[config.mk]
export PLATFORM = sky130hd
export DESIGN_NAME = alu_issue_ctrl_flat
export DESIGN_NICKNAME = d
export VERILOG_FILES = /design/src/rtl/alu_issue_ctrl_pkg.sv /design/src/rtl/alu_issue_ctrl_if.sv /design/src/rtl/alu_issue_ctrl_decode.sv /design/src/rtl/alu_issue_ctrl.sv /design/src/flat_wrapper.sv
export SDC_FILE = /design/constraint.sdc
export NUM_CORES = 1
export LEC_CHECK = 0
export BUFFER_PORTS_ARGS = -buffer_cell sky130_fd_sc_hd__buf_2
export CORE_ASPECT_RATIO = 0.7
export CORE_MARGIN = 4
export CORE_UTILIZATION = 47
export DETAILED_ROUTE_END_ITERATION = 10
export PLACE_DENSITY = 0.85
export SKIP_LAST_GASP = 1
export SYNTH_ARGS = -nofsm -noshare
export SYNTH_HDL_FRONTEND = slang
export SYNTH_SLANG_ARGS = --single-unit
[constraint.sdc]
create_clock -name clk -period 2.3 [get_ports clk]
set_clock_uncertainty 0.15 [all_clocks]
set_input_delay 0.345 -clock clk [delete_from_list [all_inputs] [get_ports clk]]
set_output_delay 0.345 -clock clk [all_outputs]
set_load 0.01 [all_outputs]
[src/rtl/alu_issue_ctrl_pkg.sv]
// Shared types and encodings for the ALU issue controller.
// The ALU_ISSUE_SHIFT_EN macro adds the SHIFT state.
package alu_issue_ctrl_pkg;

  typedef enum logic [2:0] {
    AluOpAnd = 3'b000,
    AluOpOr  = 3'b001,
    AluOpAdd = 3'b010
  } alu_op_e;

  localparam logic [3:0] FuncAnd = 4'd0;
  localparam logic [3:0] FuncOr  = 4'd1;
  localparam logic [3:0] FuncAdd = 4'd2;
  localparam logic [3:0] FuncSub = 4'd6;
  localparam logic [3:0] FuncSlt = 4'd7;
  localparam logic [3:0] FuncNor = 4'd12;
  localparam logic [3:0] FuncSll = 4'd8;
  localparam logic [3:0] FuncSrl = 4'd9;

  typedef struct packed {
    alu_op_e op;
    logic    ainvert;
    logic    bnegate;
    logic    cin;
    logic    legal;
    logic    is_shift;
  } alu_ctrl_t;

`ifdef ALU_ISSUE_SHIFT_EN
  typedef enum logic [1:0] {
    StIdle  = 2'd0,
    StExec  = 2'd1,
    StResp  = 2'd2,
    StShift = 2'd3
  } state_e;
`else
  typedef enum logic [1:0] {
    StIdle = 2'd0,
    StExec = 2'd1,
    StResp = 2'd2
  } state_e;
`endif

endpackage

[src/rtl/alu_issue_ctrl_if.sv]
// Request, ALU-drive/return and response signals of the ALU issue controller.
// slave: the controller; master: the environment (requester, ALU, consumer).
interface alu_issue_ctrl_if;

  logic        req_valid;
  logic        req_ready;
  logic [3:0]  req_func;
  logic [15:0] req_a;
  logic [15:0] req_b;
  logic [3:0]  req_shamt;

  logic [15:0] alu_a;
  logic [15:0] alu_b;
  logic        alu_cin;
  logic        alu_ainvert;
  logic        alu_bnegate;
  logic [2:0]  alu_op;
  logic [15:0] alu_result;
  logic        alu_cout;
  logic        alu_overflow;

  logic        rsp_valid;
  logic        rsp_ready;
  logic [15:0] rsp_result;
  logic        rsp_zero;
  logic        rsp_overflow;
  logic        rsp_cout;
  logic        rsp_err;

  modport slave (
    input  req_valid, req_func, req_a, req_b, req_shamt,
    input  alu_result, alu_cout, alu_overflow,
    input  rsp_ready,
    output req_ready,
    output alu_a, alu_b, alu_cin, alu_ainvert, alu_bnegate, alu_op,
    output rsp_valid, rsp_result, rsp_zero, rsp_overflow, rsp_cout, rsp_err
  );

  modport master (
    output req_valid, req_func, req_a, req_b, req_shamt,
    output alu_result, alu_cout, alu_overflow,
    output rsp_ready,
    input  req_ready,
    input  alu_a, alu_b, alu_cin, alu_ainvert, alu_bnegate, alu_op,
    input  rsp_valid, rsp_result, rsp_zero, rsp_overflow, rsp_cout, rsp_err
  );

endinterface

[src/rtl/alu_issue_ctrl_decode.sv]
// Combinational function-code decode into ALU controls plus legal/shift flags.
// Shift codes are legal only when ALU_ISSUE_SHIFT_EN is defined.
module alu_func_decode
  import alu_issue_ctrl_pkg::*;
(
  input  logic [3:0] func_i,
  output alu_ctrl_t  ctrl_o
);

  always_comb begin
    ctrl_o    = '0;
    ctrl_o.op = AluOpAnd;
    case (func_i)
      FuncAnd: ctrl_o.legal = 1'b1;
      FuncOr: begin
        ctrl_o.op    = AluOpOr;
        ctrl_o.legal = 1'b1;
      end
      FuncAdd: begin
        ctrl_o.op    = AluOpAdd;
        ctrl_o.legal = 1'b1;
      end
      FuncSub, FuncSlt: begin
        ctrl_o.op      = AluOpAdd;
        ctrl_o.bnegate = 1'b1;
        ctrl_o.cin     = 1'b1;
        ctrl_o.legal   = 1'b1;
      end
      // NOR via De Morgan: ~a & ~b
      FuncNor: begin
        ctrl_o.ainvert = 1'b1;
        ctrl_o.bnegate = 1'b1;
        ctrl_o.legal   = 1'b1;
      end
`ifdef ALU_ISSUE_SHIFT_EN
      FuncSll, FuncSrl: begin
        ctrl_o.legal    = 1'b1;
        ctrl_o.is_shift = 1'b1;
      end
`endif
      default: ;
    endcase
  end

endmodule

[src/rtl/alu_issue_ctrl.sv]
// Issues one request at a time to an external combinational ALU and returns a
// flagged response. Define ALU_ISSUE_SHIFT_EN to enable iterative SLL/SRL.
module alu_issue_ctrl
  import alu_issue_ctrl_pkg::*;
(
  input logic             clk,
  input logic             reset,
  alu_issue_ctrl_if.slave bus
);

  state_e      state_q, state_d;
  alu_ctrl_t   ctrl, ctrl_q;
  logic [15:0] a_q, b_q;
  logic [3:0]  func_q;
  logic [15:0] res_q, res_d;
  logic        zero_q, zero_d, ovf_q, ovf_d, cout_q, cout_d, err_q, err_d;
  logic        accept, capture, exec_legal;
`ifdef ALU_ISSUE_SHIFT_EN
  logic [15:0] acc_q, acc_d;
  logic [3:0]  cnt_q, cnt_d;
  logic        shift_last;
`endif

  alu_func_decode u_decode (
    .func_i (bus.req_func),
    .ctrl_o (ctrl)
  );

  assign accept = bus.req_valid && bus.req_ready;

`ifdef ALU_ISSUE_SHIFT_EN
  assign exec_legal = ctrl_q.legal;
`else
  assign exec_legal = ctrl_q.legal && !ctrl_q.is_shift;
`endif

  always_comb begin
    state_d         = state_q;
    capture         = 1'b0;
    bus.req_ready   = 1'b0;
    bus.rsp_valid   = 1'b0;
    bus.alu_a       = '0;
    bus.alu_b       = '0;
    bus.alu_cin     = 1'b0;
    bus.alu_ainvert = 1'b0;
    bus.alu_bnegate = 1'b0;
    bus.alu_op      = AluOpAnd;
    unique case (state_q)
      StIdle: begin
        bus.req_ready = 1'b1;
        if (bus.req_valid) begin
`ifdef ALU_ISSUE_SHIFT_EN
          state_d = ctrl.is_shift ? StShift : StExec;
`else
          state_d = StExec;
`endif
        end
      end
      StExec: begin
        bus.alu_a       = a_q;
        bus.alu_b       = b_q;
        bus.alu_cin     = ctrl_q.cin;
        bus.alu_ainvert = ctrl_q.ainvert;
        bus.alu_bnegate = ctrl_q.bnegate;
        bus.alu_op      = ctrl_q.op;
        capture         = 1'b1;
        state_d         = StResp;
      end
`ifdef ALU_ISSUE_SHIFT_EN
      StShift: begin
        // Left shift by one is acc + acc on the ALU; right shift is local
        if (func_q == FuncSll) begin
          bus.alu_a  = acc_q;
          bus.alu_b  = acc_q;
          bus.alu_op = AluOpAdd;
        end
        if (shift_last) begin
          capture = 1'b1;
          state_d = StResp;
        end
      end
`endif
      StResp: begin
        bus.rsp_valid = 1'b1;
        if (bus.rsp_ready) state_d = StIdle;
      end
      default: state_d = StIdle;
    endcase
  end

`ifdef ALU_ISSUE_SHIFT_EN
  // cnt_q holds remaining shifts; shamt=0 still spends one cycle with acc untouched
  always_comb begin
    acc_d = acc_q;
    cnt_d = cnt_q;
    if (cnt_q != 4'd0) begin
      cnt_d = cnt_q - 4'd1;
      acc_d = (func_q == FuncSll) ? bus.alu_result : {1'b0, acc_q[15:1]};
    end
  end

  assign shift_last = (cnt_q <= 4'd1);
`endif

  always_comb begin
    res_d  = bus.alu_result;
    ovf_d  = 1'b0;
    cout_d = 1'b0;
    err_d  = 1'b0;
    if (!exec_legal) begin
      res_d = '0;
      err_d = 1'b1;
    end else if (func_q == FuncSlt) begin
      res_d = {15'b0, bus.alu_result[15] ^ bus.alu_overflow};
    end else if (func_q == FuncAdd || func_q == FuncSub) begin
      ovf_d  = bus.alu_overflow;
      cout_d = bus.alu_cout;
    end
`ifdef ALU_ISSUE_SHIFT_EN
    if (state_q == StShift) res_d = acc_d;
`endif
    zero_d = !err_d && (res_d == '0);
  end

  always_ff @(posedge clk or posedge reset) begin
    if (reset) begin
      state_q <= StIdle;
      ctrl_q  <= '0;
      a_q     <= '0;
      b_q     <= '0;
      func_q  <= '0;
      res_q   <= '0;
      zero_q  <= 1'b0;
      ovf_q   <= 1'b0;
      cout_q  <= 1'b0;
      err_q   <= 1'b0;
`ifdef ALU_ISSUE_SHIFT_EN
      acc_q   <= '0;
      cnt_q   <= '0;
`endif
    end else begin
      state_q <= state_d;
      if (accept) begin
        a_q    <= bus.req_a;
        b_q    <= bus.req_b;
        func_q <= bus.req_func;
        ctrl_q <= ctrl;
`ifdef ALU_ISSUE_SHIFT_EN
        acc_q  <= bus.req_a;
        cnt_q  <= bus.req_shamt;
`endif
      end
`ifdef ALU_ISSUE_SHIFT_EN
      if (state_q == StShift) begin
        acc_q <= acc_d;
        cnt_q <= cnt_d;
      end
`endif
      if (capture) begin
        res_q  <= res_d;
        zero_q <= zero_d;
        ovf_q  <= ovf_d;
        cout_q <= cout_d;
        err_q  <= err_d;
      end
    end
  end

  assign bus.rsp_result   = res_q;
  assign bus.rsp_zero     = zero_q;
  assign bus.rsp_overflow = ovf_q;
  assign bus.rsp_cout     = cout_q;
  assign bus.rsp_err      = err_q;

endmodule

[src/flat_wrapper.sv]
// flat-port wrapper written by rule: the top's interface ports become plain ports
module alu_issue_ctrl_flat import alu_issue_ctrl_pkg::*;
  (clk, reset, bus_req_valid, bus_req_func, bus_req_a, bus_req_b, bus_req_shamt, bus_alu_result, bus_alu_cout, bus_alu_overflow, bus_rsp_ready, bus_req_ready, bus_alu_a, bus_alu_b, bus_alu_cin, bus_alu_ainvert, bus_alu_bnegate, bus_alu_op, bus_rsp_valid, bus_rsp_result, bus_rsp_zero, bus_rsp_overflow, bus_rsp_cout, bus_rsp_err);
  alu_issue_ctrl_if bus_i ();
  input logic clk;
  input logic reset;
  input wire logic [$bits(bus_i.req_valid)-1:0] bus_req_valid;
  input wire logic [$bits(bus_i.req_func)-1:0] bus_req_func;
  input wire logic [$bits(bus_i.req_a)-1:0] bus_req_a;
  input wire logic [$bits(bus_i.req_b)-1:0] bus_req_b;
  input wire logic [$bits(bus_i.req_shamt)-1:0] bus_req_shamt;
  input wire logic [$bits(bus_i.alu_result)-1:0] bus_alu_result;
  input wire logic [$bits(bus_i.alu_cout)-1:0] bus_alu_cout;
  input wire logic [$bits(bus_i.alu_overflow)-1:0] bus_alu_overflow;
  input wire logic [$bits(bus_i.rsp_ready)-1:0] bus_rsp_ready;
  output wire logic [$bits(bus_i.req_ready)-1:0] bus_req_ready;
  output wire logic [$bits(bus_i.alu_a)-1:0] bus_alu_a;
  output wire logic [$bits(bus_i.alu_b)-1:0] bus_alu_b;
  output wire logic [$bits(bus_i.alu_cin)-1:0] bus_alu_cin;
  output wire logic [$bits(bus_i.alu_ainvert)-1:0] bus_alu_ainvert;
  output wire logic [$bits(bus_i.alu_bnegate)-1:0] bus_alu_bnegate;
  output wire logic [$bits(bus_i.alu_op)-1:0] bus_alu_op;
  output wire logic [$bits(bus_i.rsp_valid)-1:0] bus_rsp_valid;
  output wire logic [$bits(bus_i.rsp_result)-1:0] bus_rsp_result;
  output wire logic [$bits(bus_i.rsp_zero)-1:0] bus_rsp_zero;
  output wire logic [$bits(bus_i.rsp_overflow)-1:0] bus_rsp_overflow;
  output wire logic [$bits(bus_i.rsp_cout)-1:0] bus_rsp_cout;
  output wire logic [$bits(bus_i.rsp_err)-1:0] bus_rsp_err;
  assign bus_i.req_valid = bus_req_valid;
  assign bus_i.req_func = bus_req_func;
  assign bus_i.req_a = bus_req_a;
  assign bus_i.req_b = bus_req_b;
  assign bus_i.req_shamt = bus_req_shamt;
  assign bus_i.alu_result = bus_alu_result;
  assign bus_i.alu_cout = bus_alu_cout;
  assign bus_i.alu_overflow = bus_alu_overflow;
  assign bus_i.rsp_ready = bus_rsp_ready;
  assign bus_req_ready = bus_i.req_ready;
  assign bus_alu_a = bus_i.alu_a;
  assign bus_alu_b = bus_i.alu_b;
  assign bus_alu_cin = bus_i.alu_cin;
  assign bus_alu_ainvert = bus_i.alu_ainvert;
  assign bus_alu_bnegate = bus_i.alu_bnegate;
  assign bus_alu_op = bus_i.alu_op;
  assign bus_rsp_valid = bus_i.rsp_valid;
  assign bus_rsp_result = bus_i.rsp_result;
  assign bus_rsp_zero = bus_i.rsp_zero;
  assign bus_rsp_overflow = bus_i.rsp_overflow;
  assign bus_rsp_cout = bus_i.rsp_cout;
  assign bus_rsp_err = bus_i.rsp_err;
  alu_issue_ctrl u_core (.clk(clk), .reset(reset), .bus(bus_i));
endmodule
======== Word level (Yosys, flattened, before mapping) ========
Index checks and enable logic that the tools add are counted.
operators by class
  mux-type cells .......................... 26
  bitwise operators ....................... 1
  reduce and logical (&&, ||, !) cells .... 11
  eq/ne operators ......................... 12
operator list
  kind                                           number
  two-way mux 16 bit                             4
  two-way mux 1 bit                              17
  == test 4 x 3 -> 1 bit, second input constant  4
  zero test 16 bit                               1
  == test 4 x 2 -> 1 bit, second input constant  2
  one-hot mux 2 bit (3 select lines)             1
  OR reduction 3 bit                             2
  OR reduction 6 bit                             1
  == test 4 x 1 -> 1 bit, second input constant  1
  == test 4 bit, second input constant           1
  zero test 4 bit                                1
  two-way mux 2 bit                              2
  inequality test 2 bit, second input constant   2
  one-hot mux 2 bit (2 select lines)             1
  two-way mux 3 bit                              1
  == test 2 x 1 -> 1 bit, second input constant  1
  == test 2 bit, second input constant           1
  logical AND 1 bit                              2
  zero test 2 bit                                1
  AND reduction 2 bit                            1
  OR reduction 2 bit                             1
  logical OR 1 bit                               1
  XOR 1 bit                                      1
storage, ports and cells
  input port bits ......................... 62
  logic and storage cells ................. 64
  output and inout port bits .............. 60
  register bits ........................... 65

======== Longest topological paths before layout ========
Gate-level depths: netlist (run 1).
  depth after elaboration ................. 5
  depth in mapped cells ................... 6
  depth with buffers taken out ............ 5

======== Hierarchy ========
From an unflattened synthesis (run 1), not the netlist that was laid out.
second synthesis, totals
  cell total of the unflattened synthesis .. 217
  area total of the unflattened synthesis .. 3093.0 µm²
by module, submodules not included
  module           area an instance (µm²)  cells an instance  times used  seq. area each (µm²)
  alu_issue_ctrl   3001.6                  204                1           1651.6
  alu_func_decode  91.3                    13                 1           0.0

======== Worst setup path after synthesis (run 1) ========
OpenSTA, ideal clock, no wires.
  path kind ............................... reg2out
  start point ............................. reg u_core.state_q[1]
  end point ............................... out bus_alu_a[10]
  data arrival time ....................... 1075 ps
  required time ........................... 1805 ps
  cell stages (with the launch flop) ...... 5
  buffers on the path ..................... 2
  setup slack ............................. 730 ps
  path through ............................ dfrtp_1 nor2b_2 buf_2 clkbuf_1 and2_1
between the ends
  longest elaborated chain between the ends .. 2
ends and longest elaborated chain
  what                    RTL line               RTL
  from (decl)             alu_issue_ctrl.sv:11   state_e state_q, state_d;
  from (signal assigned)  alu_issue_ctrl.sv:127  state_q <= StIdle;
  from (signal assigned)  alu_issue_ctrl.sv:142  state_q <= state_d;
  == test 2 x 1 -> 1 bit  alu_issue_ctrl.sv:48   unique case (state_q)
  two-way mux 16 bit      alu_issue_ctrl.sv:48
  to (decl)               flat_wrapper.sv:17     output wire logic [$bits(bus_i.alu_a)-1:0] bus_alu_a;
No other way between the ends.

======== Worst setup path after layout (run 1) ========
  start point ............................. reg u_core.state_q[1]
  end point ............................... out bus_alu_op[0]
between the ends
  longest elaborated chain between the ends .. 2
ends and longest elaborated chain
  what                    RTL line              RTL
  == test 2 x 1 -> 1 bit  alu_issue_ctrl.sv:48
  two-way mux 3 bit       alu_issue_ctrl.sv:48
  to (decl)               flat_wrapper.sv:22    output wire logic [$bits(bus_i.alu_op)-1:0] bus_alu_op;
No other way between the ends.

==> results of run 1 <==
[worst paths after layout]
| path | start | end | slack [ps] | cells after the start |
|---|---|---|---|---|
| min reg2reg | u_core.ctrl_q[4]$_DFFE_PP0P_ | u_core.ctrl_q[4]$_DFFE_PP0P_ | 310 | 2 |
| max in group asynchronous | reset | u_core.b_q[11]$_DFFE_PP0P_ | 970 | 4 |
| min in group asynchronous | reset | u_core.b_q[1]$_DFFE_PP0P_ | 440 | 3 |
| max reg2reg | u_core.state_q[1]$_DFFE_PP0P_ | u_core.bus.rsp_result[6]$_DFFE_PP0N_ | 590 | 4 |
| max | u_core.state_q[1]$_DFFE_PP0P_ | bus_alu_op[0] | 360 | 4 |
| min | bus_req_a[4] | u_core.a_q[4]$_DFFE_PP0P_ | 60 | 3 |
[cell type report]
type                       instances  area, µm²
clock inverter                     7       72.6
sequential                        64       1600
clock buffer                       9        124
timing repair buffer             123        648
fill                             501       2120
multi-input combinational        208       1080
inverter                           4       15.0
tap                               75       93.8
[what timing repair did]
item | CTS | global route
endpoints found under the hold margin | 21 | 0
hold buffers | 1 | 0
setup endpoints to repair | 0 | 0
[kinds of logic (layout without fill, tap and decap cells)]
group	count (synthesis)	after routing	synth area share, %
and+or+nand+nor	174	174	29.2
DFF	64	64	57.1
xor gates and xnor gates	2	2	0.625
other	1	1	0.134
AOI/OAI and AO/OA	30	30	8.21
buffers and inverters	22	143	4.37
muxes	1	1	0.357
[sequential cells by signal, indices dropped and copies added, names as in the netlist]
| signal | cells |
|---|---|
| u_core.b_q | 16 |
| u_core.func_q | 4 |
| u_core.bus.rsp_overflow | 1 |
| u_core.state_q | 2 |
| u_core.a_q | 16 |
| u_core.bus.rsp_zero | 1 |
| u_core.bus.rsp_cout | 1 |
| u_core.bus.rsp_result | 16 |
| u_core.ctrl_q | 6 |
| u_core.bus.rsp_err | 1 |
[through the flow]
step,cell area (µm²),instances
2_1_floorplan,2800,294
6_report,3630,490
3_5_place_dp,3430,473
3_3_place_gp,3430,473
4_1_cts,3630,490
5_1_grt,3630,490
[power breakdown]
part           internal, mW  total, mW  switching (mW)
combinational         0.693       1.59           0.900
sequential             1.63       1.91           0.281
clock                 0.499      0.929           0.430
total                  2.82       4.44            1.61
[synth_stat cells, types with 2 or more instances]
| master | instances |
|---|---|
| buf_2 | 5 |
| and2_1 | 38 |
| nor4_1 | 3 |
| o21ai_0 | 9 |
| nor2b_1 | 3 |
| xor2_1 | 2 |
| nand2_1 | 117 |
| dfrtp_1 | 64 |
| a22o_1 | 13 |
| clkbuf_1 | 7 |
| inv_1 | 3 |
| buf_4 | 4 |
| nand3_1 | 2 |
| a22o_2 | 5 |
[worst min-delay path: stages]
cell	delay, ps
buf_2	70
nand2_1	40
nand2_1	50
[routing by layer]
| layer | vias to the layer above | track usage, % |
|---|---|---|
| li1 | 1170 | - |
| met1 | 1072 | 24.3 |
| met2 | 81 | 30.2 |
| met3 | 8 | 6.02 |
| met4 | 0 | 6.28 |
| met5 | - | 0 |
==> run metrics, run 1 <==
sequential-to-total area share from yosys stat 57.1%; GPL Wtd Cong 0.746; number of flops mapped to enable cells by yosys 0; Power, Total 4.44 mW; largest net degree at the start of global routing 46; final worst-path cycle share 84.3%; core area 5760 µm²; status finished, final reports clean; port buffer count 116; most frequent cells in the layout nand2_1 (117), buf_2 (116), dfrtp_1 (64), and2_1 (38), a22o_1 (13); Synth Area per Inst 9.54 µm²; Worst slew margin 63.4%; dpl ws 619 ps; final setup margin 362 ps; Largest stage delay, worst path 430 ps; Top FF cell, synth dfrtp_1; CP arrival 1440 ps; Clock Tree Buf Depth 2; CP Cell Sequence nor2b_2, buf_4, and2_1, buf_2; worst hold margin 55.2 ps; family with the most delay on the worst path flip-flops; CTS tree yes; Worst-path clk slew 80 ps; Post-Route WL 6570 µm; total die area 7280 µm²; vias in the first global route 2354; clock tree sinks 64; Distinct cells, synth 33; Mapped Cells 294; WL/cell 13.4 µm; Slew Limit Fails 0; # DRC 0; drt via density 4.76; uppermost routed layer met4; first-pass GRT wire length 10700 µm; M1 WL 2930 µm; worst-path maximum fanout 28; Resized Gates After CTS 0; Starting Density 48.7%; post-synth top area share 57.1%; cell taking the most area after synthesis dfrtp_1; Final min period 1940 ps; Max Cap Viol 0; die width 100 µm; Worst path slowest cell dfrtp_1; row count 23; Core Util, Final 63.2%; yosys warns 0; initial antenna violation count 0; met3 WL 446 µm; Die Y 72.6 µm; Final TNS setup 0 ps; Hold Crit Class input port to register; Top Ports 122; Root Buffer clkbuf_8; Pwr Density 1220 nW/µm²; peak supply drop 0.000581 V; worst skew pair latency 330 ps; Syn Nets 356; ranking of synthesized cells by area dfrtp_1 (57%), nand2_1 (16%), and2_1 (8.5%); n_diodes 0; total gr overflow 0; initial drt markers 105; ys async rst share 100%; via count 2331; flop and latch count out of synthesis 64; Leak 2.10 nW; Setup crit end kind output pin; Worst setup SP type register; Fmax 516 MHz; final hold vios 0; Final HPWL DP 4830 µm; iteration count of the initial detailed-routing pass 4; htree depth 3; Buf+Inv Stages, Crit Path 2; Crit Path Category register to output pin; total CTS buffers 9; layout cell share with drive strength beyond 1 36.1%; total global-route track usage 18.8%; RSZ-0062 raised after global routing no; Cell Area, Synth 2800 µm²; Setup violations, final 0; Worst-Margin Slew 549 ps; commonest non-fill, non-tap cell in the layout nand2_1; layout net count 472; Detail Route Antenna Nets 0; post-CTS setup buffer count 0; Layout area overhead 29.6%; DR WL met2 3110 µm; CP required 1800 ps
Power figures use the tool's default switching activity.
==> run 2: changes to the inputs <==
==> constraint.sdc (replaced) <==
create_clock -name clk -period 2 [get_ports clk]
set_clock_uncertainty 0.15 [all_clocks]
set_input_delay 0.3 -clock clk [delete_from_list [all_inputs] [get_ports clk]]
set_output_delay 0.3 -clock clk [all_outputs]
set_load 0.01 [all_outputs]
==> run 2 against run 1 <==
Largest cell class unchanged; combinational power rose by 19%; non-clock buffer count is 7 higher; setup slack worse by 260 ps; design area rose by 1.7%; sequential power grew 15%.
==> run metrics, run 2 (synthesized netlist as in run 1, its figures left out) <==
status finished, final reports clean; Setup crit end kind output pin; Detail Route Antenna Nets 0; Post-Layout Cell Count 495; worst skew pair latency 320 ps; peak supply drop 0.000504 V; die width 100 µm; Worst-Margin Slew 585 ps; R2R Setup Slk 300 ps; post-CTS setup buffer count 0; final hold vios 0; Root Buffer clkbuf_8; placed cell area 3440 µm²; Final min period 1890 ps; Die Y 72.6 µm; Final HPWL DP 4750 µm; CTS tree yes; final worst-path cycle share 94.7%; via count 2350; core area 5760 µm²; Post-Route WL 6550 µm; CP arrival 1440 ps; Starting Density 48.7%; Worst-path clk slew 60 ps; initial antenna violation count 0; GPL Wtd Cong 0.761; fin area 3700 µm²; Power, Total 4.99 mW; Layout area overhead 31.8%; Top Ports 122; # DRC 0; Worst setup SP type register; vias in the first global route 2311; initial drt markers 91; clock tree sinks 64; Post-Place Cells 473; dpl ws 298 ps; RSZ-0062 raised after global routing no; total gr overflow 0; largest net degree at the start of global routing 65; total die area 7280 µm²; row count 23; layout net count 479; Hold Crit Class input port to register; Crit Path Category register to output pin; most frequent cells in the layout nand2_1 (117), buf_2 (116), dfrtp_1 (64), and2_1 (38), a22o_1 (13); worst-path maximum fanout 31; CP required 1550 ps; Pwr Density 1350 nW/µm²; Final TNS setup 0 ps; Setup violations, final 0; iteration count of the initial detailed-routing pass 6; drt via density 4.75; Worst slew margin 60.4%; n_diodes 0; Slew Limit Fails 0; Leak 2.11 nW; Max Cap Viol 0; Fmax 528 MHz; Clock Tree Buf Depth 2; final setup margin 106 ps; layout cell share with drive strength beyond 1 34.5%; WL/cell 13.2 µm; htree depth 3; port buffer count 116; first-pass GRT wire length 10900 µm; commonest non-fill, non-tap cell in the layout nand2_1; total global-route track usage 19.2%; total CTS buffers 9
run 2: cell count changes in the layout (fill, tap and decap cells not counted), moves of 2 or more:
cell	delta
clkinv_4	-2
clkbuf_1	+3
buf_4	-2
dlygate4sd3_1	+7
buf_12	+2
run 2: worst paths after layout:
path / from / end / depth (start not counted)
setup / recovery: u_core.state_q[1]$_DFFE_PP0P_ / bus_alu_cin / 4
hold / removal: bus_rsp_ready / u_core.state_q[1]$_DFFE_PP0P_ / 2
setup reg to reg: u_core.state_q[1]$_DFFE_PP0P_ / u_core.bus.rsp_cout$_DFFE_PP0N_ / 4
hold reg to reg: u_core.ctrl_q[2]$_DFFE_PP0P_ / u_core.ctrl_q[2]$_DFFE_PP0P_ / 2
max in group asynchronous: reset / u_core.bus.rsp_overflow$_DFFE_PP0N_ / 4
min in group asynchronous: reset / u_core.bus.rsp_result[6]$_DFFE_PP0N_ / 4
run 2: critical path: stages (launching register included):
cell,delay (ps)
dfrtp_1,430
nor2b_4,220
buf_12,190
and2_1,150
buf_2,130
run 2: through the flow:
stage / utilization [%] / hold WS, ps
floorplan: - / 255
global placement: 59.8 / 266
detailed placement: 59.8 / 266
CTS: 64.0 / 0.560
global route: 64.2 / 1.28
finish: 64.2 / 18.9
run 2: layout make-up:
cell class	count	area (µm²)
Clock buffer	13	149
Sequential cell	64	1600
Inverter	4	18.8
Clock inverter	1	5.00
Fill cell	507	2060
Tap cell	75	93.8
Multi-Input combinational cell	208	1080
Timing Repair Buffer	130	743
run 2: metal layers:
metal	global-route usage [%]	vias to the layer above	share of wire [%]
li1	-	1182	-
met2	30.0	74	46
met4	6.73	0	1.2
met5	0	-	0
met3	4.97	7	6.7
met1	26.1	1087	46
run 2: power by group:
part           switching (mW)  total [mW]  internal, mW
Combinational            1.05        1.90         0.849
Sequential              0.316        2.19          1.88
Clock                   0.426       0.895         0.469
run 2: repair_timing:
action	in CTS	in global routing
pin swaps	0	0
hold buffers	8	0
cloned	0	0
resized for setup	2	2
setup endpoints to repair	31	37
hold endpoints to repair	71	0
==> run 3: changes to the inputs <==
--- a/config.mk
+++ b/config.mk
@@ -6,7 +6,6 @@
 export NUM_CORES = 1
 export LEC_CHECK = 0
 export BUFFER_PORTS_ARGS = -buffer_cell sky130_fd_sc_hd__buf_2
-export CORE_ASPECT_RATIO = 0.7
 export CORE_MARGIN = 4
 export CORE_UTILIZATION = 47
 export DETAILED_ROUTE_END_ITERATION = 10
==> run 3 against run 2 <==
First-iteration DRC count up 30%; global-route usage down 0.85 points; final cell count down 1.2%; clock-buffer cell count unchanged; routed wire length up 0.11%; worst hold slack worse by 6.2 ps; largest cell class unchanged; sequential share of layout area up 0.25 points; combinational power down 3%; sequential power about the same; die area down 0.26%; register-to-register slack worse by 50 ps.
==> run metrics, run 3 (synthesized netlist as in run 1, its figures left out) <==
status finished, final reports clean; Flop pwr share 42.9%; die width 85.2 µm; final worst-path cycle share 92.4%; most frequent cells in the layout nand2_1 (117), buf_2 (116), dfrtp_1 (64), and2_1 (38), a22o_1 (13); DR WL met2 2900 µm; Post-Place Cells 470; Pwr Density 1400 nW/µm²; Root Buffer clkbuf_8; Top Ports 122; CP arrival 1400 ps; worst reg2reg path endpoint u_core.bus.rsp_result[6]$_DFFE_PP0N_; Power, Total 5.15 mW; worst hold margin 12.7 ps; RSZ-0062 raised after global routing no; sw power 1.81 mW; WL/cell 13.4 µm; CTS tree yes; initial antenna violation count 0; peak supply drop 0.000708 V; total CTS buffers 9; via count 2405; met3 WL 648 µm; commonest non-fill, non-tap cell in the layout nand2_1; combinational share of power 35.8%; final hold vios 0; worst-path maximum fanout 15; Layout area overhead 31.1%; WHS Path Cells 3; vias in the first global route 2337; Slew Limit Fails 0; Worst slew margin 65.4%; Starting Density 49.7%; uppermost routed layer met4; htree depth 3; Post-Route WL 6560 µm; Worst-path clk slew 70 ps; GPL Wtd Cong 0.793; Setup violations, final 0; Post-Layout Cell Count 489; CP required 1550 ps; initial drt markers 118; Detail Route Antenna Nets 0; post-CTS setup buffer count 0; Clock power frac 21.4%; # DRC 0; drt via density 4.92; reg2reg start u_core.state_q[1]$_DFFE_PP0P_; Crit Path Category register to output pin; clock tree sinks 64; total gr overflow 0; iteration count of the initial detailed-routing pass 4; largest net degree at the start of global routing 46; Max Cap Viol 0; Worst-Margin Slew 518 ps; worst skew pair latency 320 ps; layout cell share with drive strength beyond 1 35.5%; Die Y 85.2 µm; Final min period 1850 ps; first-pass GRT wire length 10800 µm; Fmax 541 MHz; core area 5640 µm²; M1 WL 2950 µm; layout net count 474; n_diodes 0; Leak 2.11 nW; Final TNS setup 0 ps; Sw Share 35.1%; worst hold endpoint u_core.b_q[11]$_DFFE_PP0P_; Worst setup SP type register; R2R Setup Slk 250 ps; Final HPWL DP 4740 µm; row count 27; total die area 7270 µm²; Hold Crit Class input port to register; port buffer count 116; total global-route track usage 18.3%; Setup crit end kind output pin; Internal 3.34 mW; Clock Tree Buf Depth 2; Hold Startpoint bus_req_b[11]; Reg2Reg Depth 4
-- run 3: changes by cell type in the layout (fill, tap and decap cells not counted), sizes merged --
cell,previous run,this run
clkinv,1,2
bufinv,0,1
dlygate4sd3,8,3
-- run 3: routing by layer --
metal,up-vias,track usage (%)
met2,106,27.7
met1,1120,25.0
met3,9,5.83
met5,-,0
met4,0,6.19
li1,1170,-
-- run 3: cell type report --
| class | instances | area, µm² |
|---|---|---|
| Clock buffer | 13 | 159 |
| Clock inverter | 3 | 40.0 |
| Fill cell | 468 | 1970 |
| Inverter | 4 | 18.8 |
| Multi-Input combinational cell | 208 | 1080 |
| Sequential cell | 64 | 1600 |
| Tap cell | 72 | 90.1 |
| Timing Repair Buffer | 125 | 681 |
-- run 3: metrics by stage --
step	area [µm²]	setup WS [ps]	utilization [%]
3_5_place_dp	3440	216	61.0
6_report	3670	153	65.1
2_1_floorplan	2810	475	-
4_1_cts	3670	84.4	65.0
3_3_place_gp	3440	253	61.0
5_1_grt	3670	28.4	65.1
-- run 3: worst max-delay path, cell delays in order (launching register included) --
cell	delay, ps
dfrtp_1	430
nor2b_4	160
buf_4	200
and2_1	150
buf_2	130
-- run 3: power groups by stage --
stage | clock [mW] | combinational (mW) | sequential, mW
floorplan | 0 | 1.16 | 2.23
global placement | 0 | 1.81 | 2.19
detailed placement | 0 | 1.86 | 2.23
CTS | 1.12 | 1.87 | 2.21
global route | 1.19 | 2.08 | 2.28
finish | 1.10 | 1.84 | 2.21
-- run 3: worst max-delay path by stage --
stage | endpoint | cells after the start | from
floorplan | bus_alu_a[10] | 4 | u_core.state_q[1]$_DFFE_PP0P_
global placement | u_core.bus.rsp_result[13]$_DFFE_PP0N_ | 4 | u_core.state_q[1]$_DFFE_PP0P_
detailed placement | u_core.bus.rsp_result[6]$_DFFE_PP0N_ | 4 | u_core.state_q[1]$_DFFE_PP0P_
CTS | bus_alu_a[6] | 4 | u_core.state_q[1]$_DFFE_PP0P_
global route | bus_alu_a[6] | 4 | u_core.state_q[1]$_DFFE_PP0P_
finish | bus_alu_a[6] | 4 | u_core.state_q[1]$_DFFE_PP0P_
-- run 3: repair_timing --
item,4_1_cts,5_1_grt
setup endpoints to repair,0,1
hold buffers,3,0
gates resized for setup,0,1
hold endpoints to repair,22,0
